==> src/rtl/onehot_dispatch_pkg.sv <==
// Shared helpers for the one-hot dispatch/mux pair: select legality check and
// error counter sizing.
package onehot_dispatch_pkg;

  localparam int unsigned ERR_COUNT_WIDTH = 8;
  localparam int unsigned MAX_SEL_WIDTH   = 64;

  // Callers zero-extend narrower selects to MAX_SEL_WIDTH.
  function automatic logic onehot_valid(input logic [MAX_SEL_WIDTH-1:0] sel);
    int unsigned ones;
    ones = 0;
    for (int unsigned i = 0; i < MAX_SEL_WIDTH; i++) begin
      ones += int'(sel[i]);
    end
    return ones == 1;
  endfunction

endpackage

==> src/rtl/onehot_dispatch_slot.sv <==
// One-entry output buffer for a single dispatch port: loads a word and holds it
// until the consumer drains it.
module onehot_dispatch_slot #(
  parameter int unsigned WIDTH = 32
) (
  input  logic             clk_i,
  input  logic             rst_ni,
  input  logic             load_i,
  input  logic [WIDTH-1:0] load_data_i,
  input  logic             drain_i,
  output logic             full_o,
  output logic             free_o,
  output logic [WIDTH-1:0] data_o
);

  logic             full_d, full_q;
  logic [WIDTH-1:0] data_d, data_q;

  always_comb begin
    full_d = full_q;
    data_d = data_q;
    if (load_i) begin
      full_d = 1'b1;
      data_d = load_data_i;
    end else if (full_q && drain_i) begin
      full_d = 1'b0;
    end
  end

  always_ff @(posedge clk_i or negedge rst_ni) begin
    if (!rst_ni) begin
      full_q <= 1'b0;
      data_q <= '0;
    end else begin
      full_q <= full_d;
      data_q <= data_d;
    end
  end

  assign full_o = full_q;
  // Free when empty or being drained this cycle, so refill can overlap drain.
  assign free_o = !full_q || drain_i;
  assign data_o = data_q;

endmodule

==> src/rtl/onehot_dispatch.sv <==
// Registered one-hot demultiplexer: routes each accepted word to one of
// PORT_QUANTITY one-entry port buffers; illegal selects are dropped and counted.
module onehot_dispatch
  import onehot_dispatch_pkg::*;
#(
  parameter int unsigned WIDTH         = 32,
  parameter int unsigned PORT_QUANTITY = 4
) (
  input  logic                             clk,
  input  logic                             rst_n,
  input  logic                             in_valid,
  output logic                             in_ready,
  input  logic [WIDTH-1:0]                 in_data,
  input  logic [PORT_QUANTITY-1:0]         in_sel,
  output logic [PORT_QUANTITY-1:0]         out_valid,
  input  logic [PORT_QUANTITY-1:0]         out_ready,
  output logic [WIDTH*PORT_QUANTITY-1:0]   out_data,
  output logic                             sel_err,
  output logic [ERR_COUNT_WIDTH-1:0]       err_count
);

  logic                       sel_legal;
  logic                       drop;
  logic [PORT_QUANTITY-1:0]   port_free;
  logic [PORT_QUANTITY-1:0]   port_load;
  logic                       sel_err_d, sel_err_q;
  logic [ERR_COUNT_WIDTH-1:0] err_count_d, err_count_q;

  assign sel_legal = onehot_valid(MAX_SEL_WIDTH'(in_sel));

  // Illegal selects are always accepted so a bad word cannot wedge the input.
  assign in_ready  = sel_legal ? |(in_sel & port_free) : 1'b1;
  assign port_load = (in_valid && in_ready && sel_legal) ? in_sel : '0;
  assign drop      = in_valid && !sel_legal;

  for (genvar g = 0; g < PORT_QUANTITY; g++) begin : g_slot
    onehot_dispatch_slot #(
      .WIDTH (WIDTH)
    ) u_slot (
      .clk_i       (clk),
      .rst_ni      (rst_n),
      .load_i      (port_load[g]),
      .load_data_i (in_data),
      .drain_i     (out_ready[g]),
      .full_o      (out_valid[g]),
      .free_o      (port_free[g]),
      .data_o      (out_data[WIDTH*g +: WIDTH])
    );
  end

  always_comb begin
    sel_err_d   = drop;
    err_count_d = err_count_q;
    if (drop && (err_count_q != '1)) begin
      err_count_d = err_count_q + ERR_COUNT_WIDTH'(1);
    end
  end

  always_ff @(posedge clk or negedge rst_n) begin
    if (!rst_n) begin
      sel_err_q   <= 1'b0;
      err_count_q <= '0;
    end else begin
      sel_err_q   <= sel_err_d;
      err_count_q <= err_count_d;
    end
  end

  assign sel_err   = sel_err_q;
  assign err_count = err_count_q;

endmodule

==> config.mk <==
export PLATFORM = sky130hd
export DESIGN_NAME = onehot_dispatch
export DESIGN_NICKNAME = d
export VERILOG_FILES = /design/src/rtl/onehot_dispatch_pkg.sv /design/src/rtl/onehot_dispatch_slot.sv /design/src/rtl/onehot_dispatch.sv
export SDC_FILE = /design/constraint.sdc
export NUM_CORES = 1
export LEC_CHECK = 0
export CAP_MARGIN = 10
export CORE_MARGIN = 1
export CORE_UTILIZATION = 47
export DETAILED_ROUTE_END_ITERATION = 7
export PLACE_DENSITY = 0.8
export SYNTH_ARGS = -nofsm -noshare
export SYNTH_HDL_FRONTEND = slang
export SYNTH_SLANG_ARGS = --single-unit
==> constraint.sdc <==
create_clock -name clk -period 4 [get_ports clk]
set_input_delay 0.8 -clock clk [delete_from_list [all_inputs] [get_ports clk]]
set_output_delay 0.8 -clock clk [all_outputs]
set_load 0.03 [all_outputs]
== Word level (Yosys, flattened, before mapping) ==
Index checks and enable logic that the tools add are counted.
Operators by class
  bitwise gates (word level): 1
  multiplexer cells: 10
  equal/unequal tests: 2
  reductions and logical operators: 22
  add/sub/neg operators: 4
Operators by type and width (number)
  $mux W1: 9
  $add A8 B1 Y8 const B: 1
  $logic_and A1 B1 Y1: 8
  $ne A8 B8 Y1 const B: 1
  $reduce_bool A2 Y1: 4
  $logic_not A1 Y1: 5
  $add A3 B1 Y4: 1
  $and A4 B4 Y4: 1
  $eq A4 B1 Y1 const B: 1
  $logic_or A1 B1 Y1: 4
  $mux W4: 1
  $reduce_or A4 Y1: 1
  $add A2 B1 Y3: 1
  $add A1 B1 Y2: 1
Word-level totals
  logic and storage cells: 49
  bits in registers: 141
  bits of input ports: 43
  output and inout port bits: 142

== Depth between registers and ports, before layout ==
  depth after elaboration: 9
  depth in mapped cells: 10
  mapped depth without buffers: 10

== Modules after synthesis ==
A second synthesis with hierarchy kept.
Second synthesis, totals
  cells, all modules: 339
  area total of the unflattened synthesis: 6117.1 µm²
Modules (own cells, without submodules)
  onehot_dispatch_slot: cells an instance 71, area an instance 1378.8 µm², seq. area each 825.8 µm², times used 4
  onehot_dispatch: cells an instance 55, area an instance 601.8 µm², seq. area each 225.2 µm², times used 1

== Least setup slack after synthesis ==
No wires, ideal clock.
  path kind: input to output
  start: input in_sel[0]
  end: output in_ready
  path buffers: 0
  stages: 7
  data required time: 3200 ps
  arrival time: 2669 ps
  setup slack: 531 ps
  cells stage by stage: inv_1 -> fa_1 -> inv_1 -> ha_1 -> ha_1 -> or3b_2 -> nand3b_1
Between the ends
  longest elaborated chain between the ends: 5
  elaborated cells between the ends (all ways): 7
  those cells by class: 3 x add/sub; 1 x eq/ne; 1 x mux; 1 x bitwise; 1 x reduce/logical
RTL lines
  start: declaration: RTL line onehot_dispatch.sv:14  | input logic [PORT_QUANTITY-1:0] in_sel,
  $add A1 B1 Y2: RTL line onehot_dispatch_pkg.sv:13  | ones += int'(sel[i]);
  $add A2 B1 Y3: RTL line onehot_dispatch_pkg.sv:13
  $add A3 B1 Y4: RTL line onehot_dispatch_pkg.sv:13
  $eq A4 B1 Y1: RTL line onehot_dispatch_pkg.sv:15  | return ones == 1;
  $mux W1 (*): RTL line onehot_dispatch.sv:32  | assign in_ready = sel_legal ? |(in_sel & port_free) : 1'b1;
  end: declaration: RTL line onehot_dispatch.sv:12  | output logic in_ready,
Mark *: on every way between the ends. The rest lies on a longest branch, timed or not.

== Worst setup path in the final report ==
  start: input in_sel[1]
  end: output in_ready
Same word-level chain as after synthesis.

==> flow_summary.toml <==
[synth]
synth_async_sr_flop_share_pct = 100.0
syn-cell-area_um2 = 6047
synth_fp_nets = 390
yosys_warnings = 0
synth_flop_cell = "sky130_fd_sc_hd__dfrtp_1"
synthCells = 343
number_of_synthesized_register_bits = 141
synth_edf_count = 0
synth_sequential_area_ratio_pct = 58.35
synth.avg_cell_area_um2 = 17.63
yosys.cell_types.count = 28

[setup_path]
endpoint_kind = "primary output"
critPathRequiredTime_ps = 3200
reg2reg_setup_slack_ps = 2350
r2r.worst_path.cells = 5
setup.worst_path.start_class = "primary input"
path_class = "in -> out"
critical_path.max_fanout = 2
cp.arrival_ps = 3090

[timing]
whs_ps = 456.1
final_max_slew_viol_count = 0
timing_worst_slew_pin_value_ps = 834.1
timing.clock.skew_ps = 4.893
setup_repair_after_global_routing_missed_its_margin = "no"
period_needed_ps = 3891
fmax_mhz = 257.0
hold_viol_final = 0
report.final.setup_viol = 0
setup_tns_ps = 0
slew_headroom_pct = 44.39
period_share_pct = 97.28

[global_routing]
groute.layer.met1.usage_pct = 27.31
grt_start_max_net_pins = 94
grt_use_met3_pct = 5.701
via_count_of_the_first_global_routing_pass = 3880
grt_util_all_layers_pct = 21.64
top_usage_layer = "met2"
grt.overflow.total = 0
gr-usage-met2_pct = 34.73
initial_antenna_violation_count = 0
grt_first_pass_wirelength_um = 21360

[finish]
area_delta_synth_final_pct = 44.59
nets = 589
layout-drive-gt1-share_pct = 32.43
layout_common_cells = "180 x sky130_fd_sc_hd__clkdlybuf4s50_1, 141 x sky130_fd_sc_hd__dfrtp_1, 120 x sky130_fd_sc_hd__mux2_4, 17 x sky130_fd_sc_hd__clkbuf_16, 12 x sky130_fd_sc_hd__nand2_1"
antenna_cells = 0
final-instance-count-excl-fill = 727
fin_area_um2 = 8743
mostFrequentLayoutCell = "sky130_fd_sc_hd__clkdlybuf4s50_1"

[floorplan]
die_area_um2 = 13320
dieWidth_um = 115.4
fp-row-count = 41
dieHeight_um = 115.4
design.portCount = 185
floorplan.initialDensity_pct = 48.11
core_area_um2 = 12570

[drt]
drt_iter0_drc = 201
finalWirelength_um = 13550
detail_route.wl_per_cell_um = 18.64
drtAntennaViolNets = 0
drcViolationCount = 0
route.vias.total = 3603
drt-vias-per-instance = 4.956
detailedRoute.firstPassIterationCount = 4

[cts]
clock_tree.buffer_depth = 2
cts_setup_buffers = 0
clock-root-buffer = "sky130_fd_sc_hd__clkbuf_16"
clk_transition_reported_paths_ps = 60
clock_latency_ps = 410
clkSinkCount = 141
cts-buffers-inserted = 17
cts_tree = "done"
htree_levels = 4

[power_and_ir_drop]
vdd_ir_drop_max_mv = 0.5660
p_leak_nw = 3.884
power_per_cell_area_nw_per_um2 = 944.0

[flow_run]
timing.max_cap.violations = 0

[placement]
dp.cells = 695
detailed_place_hpwl_um = 9164
place.port_buffers = 184
gpl.final_weighted_congestion = 0.8295
detailed_place.area_um2 = 8105

[run_status]
status = "completed"

[hold_path]
hold_class = "in -> async"
==> layout make-up <==
cell class	instances	area (um2)
well taps	172	215.2
repair buffers	196	2007
inverters	8	30.03
fillers	871	3825
multi-input cells	178	2338
flip-flops and latches	141	3528
clock inverters	12	167.7
clock buffers	20	456.7
==> final timing paths <==
check	start	to
setup reg to reg	g_slot[0].u_slot.full_o$_DFFE_PN0P_	g_slot[0].u_slot.data_o[22]$_DFFE_PN0P_
max in group asynchronous	rst_n	g_slot[0].u_slot.data_o[10]$_DFFE_PN0P_
min in group clk	g_slot[0].u_slot.data_o[0]$_DFFE_PN0P_	g_slot[0].u_slot.data_o[0]$_DFFE_PN0P_
setup / recovery	in_sel[1]	in_ready
hold reg to reg	g_slot[0].u_slot.data_o[0]$_DFFE_PN0P_	g_slot[0].u_slot.data_o[0]$_DFFE_PN0P_
hold / removal	rst_n	g_slot[1].u_slot.data_o[13]$_DFFE_PN0P_
==> what timing repair did <==
action	CTS	global route
resized for setup	10	1
setup endpoints to repair	1	1
hold buffers	0	0
==> cells by family after synthesis <==
| kind of cell | after synthesis | share of synthesized area (%) |
|---|---|---|
| adder cells (fa/ha/maj) | 4 | 0.9519 |
| flip-flops | 141 | 58.35 |
| buffers and inverters | 24 | 3.228 |
| AND/OR/NAND/NOR | 30 | 2.814 |
| multiplexers | 131 | 31.84 |
| AO/OA/AOI/OAI | 9 | 2.235 |
| XOR/XNOR | 4 | 0.5795 |
==> cells in the mapped netlist, types with 2 or more instances <==
cell type                  count  share of area, %
sky130_fd_sc_hd__nand2b_4      2              0.46
sky130_fd_sc_hd__nor2_1        3              0.19
sky130_fd_sc_hd__ha_1          3              0.62
sky130_fd_sc_hd__nand2_1      12              0.74
sky130_fd_sc_hd__xor2_1        3              0.43
sky130_fd_sc_hd__mux2_2        3              0.56
sky130_fd_sc_hd__nand2b_1      2              0.21
sky130_fd_sc_hd__dfrtp_1     141                58
sky130_fd_sc_hd__a22oi_4       2              0.70
sky130_fd_sc_hd__a21oi_4       4               1.1
sky130_fd_sc_hd__nand3_1       3              0.25
sky130_fd_sc_hd__inv_1         8              0.50
sky130_fd_sc_hd__buf_6        12               2.2
sky130_fd_sc_hd__nand4_1       2              0.21
sky130_fd_sc_hd__buf_4         4              0.50
sky130_fd_sc_hd__mux2_4      120                30
sky130_fd_sc_hd__mux2_1        8               1.5
==> layer usage <==
metal	wire, um	vias up
met5	0	-
met3	655	26
met1	5537	1855
met2	6958	129
met4	398	0
li1	-	1593
==> registers in the layout, indices dropped and copies added, names as in the netlist <==
signal                cells
g_slot.u_slot.data_o    128
err_count                 8
g_slot.u_slot.full_o      4
sel_err                   1
==> power by group <==
part / leakage [nW] / switching, mW / internal [mW]
clock: 0.302 / 0.581 / 1.07
combinational: 1.87 / 2.03 / 2.02
sequential: 1.71 / 0.444 / 2.11
==> per-stage QoR <==
| step | total power [mW] | util [%] | setup slack [ps] |
|---|---|---|---|
| after global routing | 8.609 | 69.57 | 41.33 |
| final | 8.254 | 69.57 | 108.8 |
| after global placement | 6.535 | 64.49 | -495.4 |
| after detailed placement | 6.616 | 64.49 | -569.4 |
| after CTS | 8.324 | 69.47 | 13.52 |
| after floorplan | 4.888 | - | 531.3 |
==> worst max-delay path: stages <==
cell,delay [ps]
sky130_fd_sc_hd__clkdlybuf4s50_1,490
sky130_fd_sc_hd__inv_1,60
sky130_fd_sc_hd__fa_1,500
sky130_fd_sc_hd__inv_1,50
sky130_fd_sc_hd__ha_1,210
sky130_fd_sc_hd__ha_4,220
sky130_fd_sc_hd__or3b_4,390
sky130_fd_sc_hd__nand3b_1,190
sky130_fd_sc_hd__buf_6,170
Note: power is estimated with default switching activity, not from simulation.
